<file path="src/rtl/neuron_driver.sv">
// Upstream sequencer for a single neuron: serial operand load, start strobe,
// result capture with watchdog, and valid/ready presentation of the activation.
module neuron_driver #(
    parameter int DATA_WIDTH     = 32,
    parameter int NUM_INPUTS     = 16,
    parameter int TIMEOUT_CYCLES = 64
) (
    input  logic                         clock,
    input  logic                         reset,
    input  logic signed [DATA_WIDTH-1:0] in_data,
    input  logic                         in_valid,
    output logic                         in_ready,
    output logic signed [DATA_WIDTH-1:0] inputs [NUM_INPUTS],
    output logic                         input_ready,
    input  logic signed [DATA_WIDTH-1:0] neuron_out,
    input  logic                         output_ready,
    output logic signed [DATA_WIDTH-1:0] result,
    output logic                         result_valid,
    input  logic                         result_ready,
    output logic                         busy,
    output logic                         timeout
);

    localparam int CW = (NUM_INPUTS > 1) ? $clog2(NUM_INPUTS) : 1;
    localparam int WW = (TIMEOUT_CYCLES > 1) ? $clog2(TIMEOUT_CYCLES) : 1;

    localparam logic [CW-1:0] LAST_IDX  = CW'(NUM_INPUTS - 1);
    localparam logic [WW-1:0] WDOG_LAST = WW'(TIMEOUT_CYCLES - 1);

    localparam logic [1:0] LOADING     = 2'd0;
    localparam logic [1:0] START       = 2'd1;
    localparam logic [1:0] WAIT_RESULT = 2'd2;
    localparam logic [1:0] PRESENT     = 2'd3;

    logic [1:0]    state;
    logic [1:0]    state_next;
    logic [CW-1:0] count;
    logic [WW-1:0] wdog;
    logic          in_ready_q;
    logic          accept;
    logic          wdog_expired;

    // in_ready is its own flop so it is low during reset yet still state-derived.
    assign accept       = in_valid && in_ready_q;
    assign wdog_expired = (wdog == WDOG_LAST);

    always_comb begin
        state_next = state;
        case (state)
            LOADING:     if (accept && (count == LAST_IDX)) state_next = START;
            START:       state_next = WAIT_RESULT;
            WAIT_RESULT: if (output_ready || wdog_expired) state_next = PRESENT;
            PRESENT:     if (result_ready) state_next = LOADING;
            default:     state_next = LOADING;
        endcase
    end

    always_ff @(posedge clock or posedge reset) begin
        if (reset) begin
            state      <= LOADING;
            count      <= '0;
            wdog       <= '0;
            result     <= '0;
            timeout    <= 1'b0;
            in_ready_q <= 1'b0;
            for (int unsigned i = 0; i < NUM_INPUTS; i++) begin
                inputs[i] <= '0;
            end
        end else begin
            state      <= state_next;
            in_ready_q <= (state_next == LOADING);

            if ((state == LOADING) && accept) begin
                inputs[count] <= in_data;
                count         <= (count == LAST_IDX) ? '0 : count + 1'b1;
            end

            // output_ready has priority over a watchdog expiry in the same cycle.
            if (state == WAIT_RESULT) begin
                wdog <= wdog + 1'b1;
                if (output_ready) begin
                    result <= neuron_out;
                end else if (wdog_expired) begin
                    timeout <= 1'b1;
                    result  <= '0;
                end
            end else begin
                wdog <= '0;
            end
        end
    end

    assign in_ready     = in_ready_q;
    assign input_ready  = (state == START);
    assign result_valid = (state == PRESENT);
    assign busy         = (state != LOADING);

endmodule

</file>
<file path="config.mk">
export PLATFORM = sky130hd
export DESIGN_NAME = neuron_driver
export DESIGN_NICKNAME = d
export VERILOG_FILES = /design/src/rtl/neuron_driver.sv
export SDC_FILE = /design/constraint.sdc
export NUM_CORES = 1
export LEC_CHECK = 0
export ABC_AREA = 1
export CORE_ASPECT_RATIO = 0.7
export CORE_MARGIN = 4
export CORE_UTILIZATION = 40
export DETAILED_ROUTE_END_ITERATION = 8
export PLACE_DENSITY = 0.69
export SLEW_MARGIN = 20
export SYNTH_ARGS = -nofsm -noshare
export SYNTH_HDL_FRONTEND = slang
export SYNTH_SLANG_ARGS = --single-unit
</file>
<file path="constraint.sdc">
create_clock -name clock -period 25.4 [get_ports clock]
set_input_delay 7.62 -clock clock [delete_from_list [all_inputs] [get_ports clock]]
set_output_delay 7.62 -clock clock [all_outputs]
set_load 0.02 [all_outputs]
</file>
# Word-level counts from Yosys, hierarchy flattened
# Index checks and enable logic that the tools add are counted.
[classes]
n_mux = 11
n_eq_ne = 5
add_sub_neg = 2
n_bitwise = 2
reduce_logical = 11
n_lt_le_gt_ge = 2
[op_table]
columns = ["op", "count"]
rows = [
  ["512-bit bitwise mux", 1],
  ["32-bit demux with 4-bit select", 1],
  ["32-bit two-way mux", 3],
  ["2-bit case mux with 4 select lines", 1],
  ["6-bit by 1-bit adder with 6-bit output, second input constant", 1],
  ["6-bit == test, second input constant", 1],
  ["2-bit two-way mux", 3],
  ["6-bit two-way mux", 1],
  ["5-bit greater-or-equal comparator, second input constant", 1],
  ["5-bit by 1-bit < comparator with 1-bit output, second input constant", 1],
  ["4-bit NOT with 5-bit output", 1],
  ["4-bit by 1-bit adder with 4-bit output, second input constant", 1],
  ["2-bit == test, second input constant", 2],
  ["4-bit == test, second input constant", 1],
  ["1-bit logical AND", 4],
  ["2-bit logical NOT", 2],
  ["4-bit two-way mux", 1],
  ["2-bit nonzero test", 2],
  ["3-bit AND reduction", 1],
  ["2-bit by 1-bit == test with 1-bit output, second input constant", 1],
  ["2-bit AND reduction", 1],
  ["1-bit logical OR", 1],
  ["1-bit NOT", 1],
]
[word_totals]
wordCells = 55
regBits = 558
input_bits = 69

# Depth between registers and ports, before layout
# Gate-level depths: netlist of the first run.
[depth]
word_depth = 6
depth_mapped = 9
mapped_depth_nobuf = 8

# Least setup slack after synthesis of the first run
# OpenSTA, ideal clock, no wires.
[synth_timing]
path_kind = "input-to-reg"
startpoint = "in in_valid"
endpoint = "reg inputs[160] in the netlist's numbering"
path_stages = 7
setup_slack_ns = 16.851
t_arrival_ns = 8.432
required_time_ns = 25.283
path_cell_list = "nand2_1 nor2_4 buf_2 nand2_1 buf_2 nand2_1 nand2_1"
[synth_between]
elab_chain_len = 2
[synth_lines]
columns = ["element", "line_no", "text"]
rows = [
  ["start: declaration", "11", "input logic in_valid,"],
  ["1-bit logical AND", "44", "assign accept = in_valid && in_ready_q;"],
  ["1-bit logical AND", "73", "if ((state == LOADING) && accept) begin"],
  ["end signal: indexed assignment", "74", "inputs[count] <= in_data;"],
  ["end: declaration", "13", "output logic signed [DATA_WIDTH-1:0] inputs [NUM_INPUTS],"],
]
# No other way between the ends.
# A chain may end at the register's enable or synchronous reset.

==> flow_summary.json, run 1 <==
{
  "synth.avg_cell_area_um2": 8.83,
  "area_growth_pct": 37.1,
  "slew-limit-headroom_pct": 19.2,
  "die_height_um": 206,
  "first_pass_iters": 8,
  "critPathKind": "input port to async pin",
  "crit_slowest_cell": "buf_4",
  "start_util_pct": 40.4,
  "via_per_inst": 5.23,
  "drc": 0,
  "critPathLaunch": "reset",
  "multi_input_area_mm2": 0.00730,
  "vias": 19800,
  "cts_hold_buf": 0,
  "hpwl_um": 54800,
  "io_pins": 618,
  "worst_setup_path_end_kind": "async pin",
  "clk_pin_slew_ns": 0.06,
  "finalCritPeriodShare_pct": 42.2,
  "gp_congestion": 0.851,
  "ys_warn_count": 0,
  "root_buffer": "clkbuf_16",
  "drtAntennaViolNets": 0,
  "clockBufferDepth": 3,
  "tightest_slew_ns": 1.21,
  "cp_max_fo": 170,
  "path_cells": "clkdlybuf4s50_1, inv_8, buf_4, buf_4, buf_12",
  "cts_tree": "done",
  "clock.fmax_mhz": 93.2,
  "peakVddDrop_mv": 0.0719,
  "io_buffers": 617,
  "cellLeakagePower_uw": 0.0157,
  "clock_sinks": 558,
  "cp.depth": 5,
  "synth_area_leaders": "dfrtp_1 (63%), nand2_1 (19%), nand3_1 (11%)",
  "dp_slack_ns": 13.92,
  "rsz0062_at_grt": "no",
  "row_count": 72,
  "critPathLaunchType": "input port",
  "seqCellArea_mm2": 0.0140,
  "grt_antenna_before_repair": 1,
  "diodes": 0,
  "fin_cells": 3795,
  "period_minus_slack_ns": 10.73,
  "crit_path_frequent_cell": "buf_4",
  "cts_setup_buffers": 0,
  "setup_ws_ns": 14.67,
  "hp-class": "flip-flop to flip-flop",
  "crit_path_end": "inputs[355]",
  "synth_area_leader_cell": "dfrtp_1",
  "fillers": 4763,
  "track_usage_pct": 27.0,
  "outcome": "finished clean",
  "cp.buffers_inverters": 5,
  "cp_top_family": "buffers and inverters",
  "drtIter0Drc": 1883,
  "hold_viol_final": 0,
  "drv_cap": 0,
  "die_w_um": 290,
  "cts.repair.resized": 0,
  "grt_max_degree": 216,
  "ys_seq_area_share_pct": 62.6,
  "fin_nets": 3088,
  "utilization_pct": 55.4,
  "wl_per_cell_um": 21.9,
  "tns_ns": 0,
  "synth_top_area_share_pct": 62.6,
  "syn_area_mm2": 0.0223,
  "r2r_setup_slack_ns": 21.84,
  "dieArea_mm2": 0.0596,
  "fin_skew_ns": 0.0350,
  "clock_latency_ns": 0.59,
  "syn_inst": 2524,
  "synth.distinct_cells": 19,
  "slew_violations": 0,
  "r2r_cells": 9,
  "drive_above_1_share_pct": 5.30,
  "r2r_start": "state[0]",
  "htree_num_levels": 2,
  "setup-violations-final": 0,
  "overflow": 0,
  "cpPeakStageDelay_ns": 0.89,
  "p_per_area_mw_per_mm2": 95.8,
  "dp.cells": 3698,
  "drt_wl_total_um": 83100,
  "grt_pass1_wl_um": 124000,
  "numCtsBuffers": 53,
  "power_uw": 2930,
  "syn-num-nets": 2598,
  "required_ns": 25.96,
  "coreArea_mm2": 0.0552,
  "grt_pass1_vias": 19700,
  "arrival_ns": 11.29,
  "r2r-end": "inputs[356]",
  "synth_seq_cells": 558
}
-- cell type report --
class                   instances  share of cell area (%)
well taps                     740                    3.03
inverters                      20                   0.270
repair buffers                661                    21.5
multi-input cells            1720                    23.9
flip-flops and latches        558                    45.7
clock inverters                16                   0.372
clock buffers                  80                    5.30
-- per-layer routing --
metal / wire (µm) / vias up / GRT usage (%) / part of all wire [%]
li1: - / 8953 / - / -
met1: 34100 / 9735 / 36.1 / 41
met2: 38700 / 972 / 43.7 / 47
met3: 7380 / 173 / 6.29 / 8.9
met4: 3010 / 0 / 9.28 / 3.6
met5: 0 / - / 0 / 0
-- worst reg2reg max path: stages, from the launching register on --
cell and delay, ns:
dfrtp_1 0.44, inv_2 0.09, nand2_2 0.09, nor2_4 0.08, buf_4 0.65, buf_12 0.74, nand4_1 0.72, buf_4 0.48
nand2_1 0.12, nand2_1 0.05
-- report_power, final --
group	leakage [µW]	internal, µW	switching, µW	total (µW)
logic	0.00713	378	589	967
registers	0.00767	1060	110	1170
clock network	0.000863	449	342	791
total	0.0157	1890	1040	2930
-- logic make-up after synthesis --
group           share of synthesized area, %
buf+inv                                 4.94
fa+ha+maj                              0.281
flops                                   62.6
xor+xnor                              0.0786
compound gates                         0.954
simple gates                            31.1
-- metrics by stage --
stage | hold WS [ns] | cell area, µm²
2_1_floorplan | 0.431 | 22300
3_3_place_gp | 0.451 | 28800
3_5_place_dp | 0.453 | 28800
4_1_cts | 0.461 | 30500
5_1_grt | 0.480 | 30600
6_report | 0.458 | 30600
-- worst min-delay path by stage --
stage | from | to | cells past startpoint
after floorplan | wdog[0] | wdog[0] | 1
after global placement | wdog[0] | wdog[0] | 1
after detailed placement | wdog[0] | wdog[0] | 1
after CTS | wdog[0] | wdog[0] | 1
after global routing | wdog[0] | wdog[0] | 1
final | wdog[0] | wdog[0] | 1
-- synthesized netlist by cell type (all sizes together) --
| library cell | instances |
|---|---|
| nor3 | 1 |
| dfrtp | 558 |
| ha | 5 |
| inv | 20 |
| a21oi | 4 |
| nand4 | 1 |
| xor2 | 2 |
| nor2 | 27 |
| nand2 | 1156 |
| o21ai | 37 |
| o21bai | 1 |
| buf | 141 |
| nand3 | 486 |
| clkbuf | 85 |
-- layout by cell type (no fill, tap or decap), types with 9 or more instances in the layout --
master              n
dfrtp_1           558
o21ai_0            37
clkinv_2           12
clkdlybuf4s50_1   617
nand2_2             9
buf_4              39
inv_1              16
nor2_1             10
nor2_4              9
clkbuf_16          55
nand2_1          1147
clkbuf_8           15
nand3_1           485
clkbuf_1           10
-- flip-flops by register name (all words and copies together), names as in the netlist --
name,cells
in_ready,1
state,2
count,4
result,32
inputs,512
timeout,1
wdog,6
No activity file was read; power rests on OpenSTA's default activity.
==> inputs of run 2 (changes only) <==
--- a/config.mk
+++ b/config.mk
@@ -10,7 +10,7 @@
 export CORE_MARGIN = 4
 export CORE_UTILIZATION = 40
 export DETAILED_ROUTE_END_ITERATION = 8
-export PLACE_DENSITY = 0.69
+export PLACE_DENSITY = 0.71
 export SLEW_MARGIN = 20
 export SYNTH_ARGS = -nofsm -noshare
 export SYNTH_HDL_FRONTEND = slang
==> constraint.sdc (replaced) <==
create_clock -name clock -period 9.6 [get_ports clock]
set_input_delay 2.88 -clock clock [delete_from_list [all_inputs] [get_ports clock]]
set_output_delay 2.88 -clock clock [all_outputs]
set_load 0.02 [all_outputs]
==> run 2 against run 1 <==
Against the previous run:
- critical path depth rose by 3
- register-to-register slack worse by 15 ns
- count of clock-buffer cells in the layout up 1
- critical endpoint is now inputs[442]
- largest power group unchanged
==> flow_summary.json, run 2 (synthesis results as in run 1) <==
{
  "peakVddDrop_mv": 0.191,
  "cp.buffers_inverters": 3,
  "crit_slowest_cell": "nor2_4",
  "area_growth_pct": 37.5,
  "start_util_pct": 40.4,
  "cts_setup_buffers": 0,
  "r2r-end": "inputs[325]",
  "coreArea_mm2": 0.0552,
  "r2r_start": "count[1]",
  "arrival_ns": 5.69,
  "clock.fmax_mhz": 191,
  "grt_pass1_vias": 20000,
  "cts_hold_buf": 0,
  "track_usage_pct": 27.5,
  "die_height_um": 206,
  "clock_sinks": 558,
  "min_from": "result[2]",
  "overflow": 0,
  "dp.cells": 3698,
  "hpwl_um": 55900,
  "slew_violations": 0,
  "fin_skew_ns": 0.0168,
  "crit_path_frequent_cell": "nand2_1",
  "fin_area_mm2": 0.0306,
  "first_pass_iters": 6,
  "slew-limit-headroom_pct": 20.7,
  "drc": 0,
  "outcome": "finished clean",
  "layout_commonest_cell": "nand2_1",
  "grt_antenna_before_repair": 0,
  "via_per_inst": 5.29,
  "cellLeakagePower_uw": 0.0157,
  "cp_top_family": "buffers and inverters",
  "cts_tree": "done",
  "hold-path-cell-count": 2,
  "period_minus_slack_ns": 5.23,
  "path_cells": "clkdlybuf4s50_1, nand2_1, nor2_4, buf_12, nand2_1, buf_4, nand2_1, nand2_1",
  "r2r_cells": 7,
  "root_buffer": "clkbuf_16",
  "finalCritPeriodShare_pct": 54.4,
  "die_w_um": 290,
  "cts.repair.resized": 0,
  "r2r_setup_slack_ns": 6.69,
  "hold_end": "result[2]",
  "final_cell_mix": "nand2_1 (1146), clkdlybuf4s50_1 (616), dfrtp_1 (558)",
  "diodes": 0,
  "placed_area_mm2": 0.0288,
  "critPathKind": "input port to flip-flop",
  "largest_reg_flops": 512,
  "cp_max_fo": 157,
  "worst_setup_path_end_kind": "flip-flop",
  "io_pins": 618,
  "rsz0062_at_grt": "no",
  "drtIter0Drc": 2215,
  "setup-violations-final": 0,
  "vias": 20100,
  "clk_pin_slew_ns": 0.07,
  "clock_latency_ns": 0.59,
  "p_per_area_mw_per_mm2": 254,
  "drv_cap": 0,
  "hold_viol_final": 0,
  "critPathLaunchType": "input port",
  "required_ns": 10.07,
  "drive_above_1_share_pct": 5.33,
  "numCtsBuffers": 53,
  "grt_pass1_wl_um": 126000,
  "cpPeakStageDelay_ns": 0.53,
  "tightest_slew_ns": 1.19,
  "largest_register": "inputs",
  "clockBufferDepth": 3,
  "dieArea_mm2": 0.0596,
  "hp-class": "flip-flop to flip-flop",
  "drt_wl_total_um": 84300,
  "reg.largest.list": "inputs x512, result x32, wdog x6",
  "grt_max_degree": 161,
  "drtAntennaViolNets": 0,
  "gp_congestion": 0.855,
  "io_buffers": 617,
  "wl_per_cell_um": 22.2,
  "fin_nets": 3088,
  "fin_cells": 3797,
  "htree_num_levels": 2,
  "row_count": 72
}
-- run 2: cell types whose count changed in the layout (fill, tap and decap cells not counted), sizes merged --
cell	before	now
buf	44	45
clkdlybuf4s50	617	616
clkinvlp	2	4
clkinv	12	9
clkbuf	80	81
bufinv	1	3
-- run 2: area by class of cell --
| type | count | area (µm²) |
|---|---|---|
| Fill cell | 4753 | 24600 |
| Sequential cell | 558 | 14000 |
| Multi-Input combinational cell | 1720 | 7310 |
| Timing Repair Buffer | 661 | 6600 |
| Clock buffer | 81 | 1600 |
| Tap cell | 740 | 926 |
| Clock inverter | 17 | 175 |
| Inverter | 20 | 78.8 |
-- run 2: routing by layer --
metal / up-vias / GRT usage, % / wire (µm)
li1: 8947 / - / -
met1: 9850 / 36.0 / 33300
met2: 1075 / 44.4 / 39400
met3: 199 / 7.56 / 8620
met4: 0 / 9.63 / 3020
met5: - / 0 / 0
-- run 2: where the power goes --
| part | total, µW | internal [µW] | switching [µW] |
|---|---|---|---|
| clock network | 2150 | 1230 | 919 |
| registers | 3110 | 2810 | 299 |
| logic | 2540 | 995 | 1540 |
| total | 7790 | 5030 | 2760 |
-- run 2: metrics by stage --
stage	total power (µW)	setup TNS [ns]	utilization (%)	setup WS, ns	hold WS (ns)
finish	7790	0	55.5	4.37	0.469
global route	8140	0	55.5	4.20	0.491
CTS	7840	0	55.4	4.29	0.472
detailed placement	5690	0	52.2	3.67	0.457
global placement	5620	0	52.2	3.77	0.444
floorplan	4350	-488.67	-	-0.876	0.431
-- run 2: worst reg2reg max path, delay by kind of cell, from the launching register on --
kind | cells | cell delay (ns)
adder cells (fa/ha/maj) | 1 | 0.14
buffers and inverters | 2 | 0.25
flip-flops | 1 | 0.41
AND/OR/NAND/NOR | 4 | 2.01
-- run 2: worst max-delay path by stage --
| stage | cells after the start | slack (ns) | to | start |
|---|---|---|---|---|
| finish | 8 | 4.37 | inputs[442] | in_valid |
| global route | 9 | 4.20 | inputs[89] | in_valid |
| CTS | 7 | 4.29 | inputs[190] | in_valid |
| detailed placement | 7 | 3.67 | inputs[190] | in_valid |
| floorplan | 1 | -0.88 | count[0] | reset |
| global placement | 7 | 3.77 | inputs[160] | in_valid |
==> inputs of run 3 (changes only) <==
--- a/config.mk
+++ b/config.mk
@@ -10,7 +10,7 @@
 export CORE_MARGIN = 4
 export CORE_UTILIZATION = 40
 export DETAILED_ROUTE_END_ITERATION = 8
-export PLACE_DENSITY = 0.71
+export PLACE_DENSITY = 0.69
 export SLEW_MARGIN = 20
 export SYNTH_ARGS = -nofsm -noshare
 export SYNTH_HDL_FRONTEND = slang
==> constraint.sdc (replaced) <==
create_clock -name clock -period 4.9 [get_ports clock]
set_input_delay 1.47 -clock clock [delete_from_list [all_inputs] [get_ports clock]]
set_output_delay 1.47 -clock clock [all_outputs]
set_load 0.02 [all_outputs]
==> run 3 against run 2 <==
Against the previous run:
- sequential power rose by 95%
- total power rose by 100%
- worst hold slack got worse by 0.0056 ns
- global-route usage increased by 0.30 points
- combinational power rose by 99%
- sequential cell count unchanged
==> flow_summary.json, run 3 (synthesis results as in run 1) <==
{
  "arrival_ns": 1.93,
  "vias": 20100,
  "cpPeakStageDelay_ns": 0.67,
  "slew-limit-headroom_pct": 22.3,
  "cellLeakagePower_uw": 0.0158,
  "grt_max_degree": 118,
  "drtAntennaViolNets": 0,
  "fin_skew_ns": 0.0150,
  "dieArea_mm2": 0.0596,
  "dp_slack_ns": 1.25,
  "r2r_cells": 8,
  "setup-violations-final": 0,
  "dp.cells": 3713,
  "via_per_inst": 5.28,
  "drv_cap": 0,
  "slew_violations": 0,
  "grt_pass1_vias": 20100,
  "critPathKind": "flip-flop to primary output",
  "hold_viol_final": 0,
  "r2r_start": "count[0]",
  "tns_ns": 0,
  "worst_setup_path_end_kind": "primary output",
  "cts_hold_buf": 0,
  "clock_latency_ns": 0.59,
  "finalCritPeriodShare_pct": 69.3,
  "clk_pin_slew_ns": 0.06,
  "io_pins": 618,
  "cts_setup_buffers": 0,
  "rsz0062_at_grt": "no",
  "gp_congestion": 0.848,
  "die_height_um": 206,
  "clock_sinks": 558,
  "clock.fmax_mhz": 294,
  "row_count": 72,
  "period_minus_slack_ns": 3.40,
  "start_util_pct": 40.4,
  "first_pass_iters": 5,
  "hp-class": "flip-flop to flip-flop",
  "drt_wl_total_um": 85000,
  "coreArea_mm2": 0.0552,
  "cp_max_fo": 4,
  "drive_above_1_share_pct": 5.73,
  "drc": 0,
  "required_ns": 3.43,
  "area_growth_pct": 38.5,
  "drtIter0Drc": 2071,
  "clockBufferDepth": 3,
  "min_from": "wdog[0]",
  "reg.largest.list": "inputs x512, result x32, wdog x6",
  "hold_end": "wdog[0]",
  "peakVddDrop_mv": 0.371,
  "cts.repair.resized": 0,
  "power_uw": 15600,
  "numCtsBuffers": 54,
  "setup_ws_ns": 1.50,
  "track_usage_pct": 27.8,
  "r2r-end": "inputs[63]",
  "overflow": 0,
  "crit_slowest_cell": "clkdlybuf4s50_1",
  "path_cells": "inv_2, nand2_1, inv_1, clkdlybuf4s50_1",
  "critPathLaunchType": "flip-flop",
  "hold-path-cell-count": 1,
  "outcome": "finished clean",
  "htree_num_levels": 2,
  "wl_per_cell_um": 22.3,
  "layout_commonest_cell": "nand2_1",
  "r2r_setup_slack_ns": 2.07,
  "cts_tree": "done",
  "fin_cells": 3813,
  "grt_pass1_wl_um": 127000,
  "io_buffers": 617,
  "final_cell_mix": "nand2_1 (1151), clkdlybuf4s50_1 (615), dfrtp_1 (558)",
  "root_buffer": "clkbuf_16",
  "largest_reg_flops": 512,
  "fin_nets": 3103,
  "tightest_slew_ns": 1.16,
  "die_w_um": 290,
  "p_per_area_mw_per_mm2": 505,
  "hpwl_um": 57000,
  "grt_antenna_before_repair": 1,
  "largest_register": "inputs"
}
## run 3: through the flow
stage / hold slack, ns / cell area (µm²) / util [%]
finish: 0.463 / 30900 / 55.9
global route: 0.474 / 30900 / 55.9
CTS: 0.465 / 30900 / 55.9
detailed placement: 0.457 / 29000 / 52.5
global placement: 0.446 / 29000 / 52.5
floorplan: 0.431 / 22300 / -
## run 3: worst max-delay path, delay by kind of cell (launching register included)
kind,cells,cell delay (ns)
buffers and inverters,3,0.84
flip-flops,1,0.42
AND/OR/NAND/NOR,1,0.07
## run 3: how the worst max path moves through the flow
stage,from,to,cells after the start
detailed placement,in_valid,inputs[343],6
finish,state[1],input_ready,4
global placement,in_valid,inputs[351],6
global route,state[1],input_ready,4
CTS,state[1],input_ready,4
floorplan,reset,count[0],1
## run 3: area by class of cell
cell class | count | area [µm²]
diodes | 2 | 5.00
inverters | 20 | 78.8
flip-flops and latches | 558 | 14000
clock inverters | 20 | 293
clock buffers | 78 | 1590
repair buffers | 675 | 6730
fillers | 4744 | 24300
multi-input cells | 1720 | 7300
well taps | 740 | 926
## run 3: layer usage
| metal | track usage, % | vias to the layer above | share of wire, % |
|---|---|---|---|
| met1 | 37.3 | 9976 | 41 |
| met2 | 44.7 | 1022 | 47 |
| met3 | 6.38 | 174 | 8.8 |
| met4 | 10.2 | 0 | 3.7 |
| met5 | 0 | - | 0 |
| li1 | - | 8976 | - |
## run 3: power by group
part | total [µW] | internal, µW | leakage (µW) | switching (µW)
clock | 4470 | 2630 | 0.000931 | 1840
combinational | 5050 | 1970 | 0.00722 | 3080
sequential | 6070 | 5500 | 0.00767 | 570
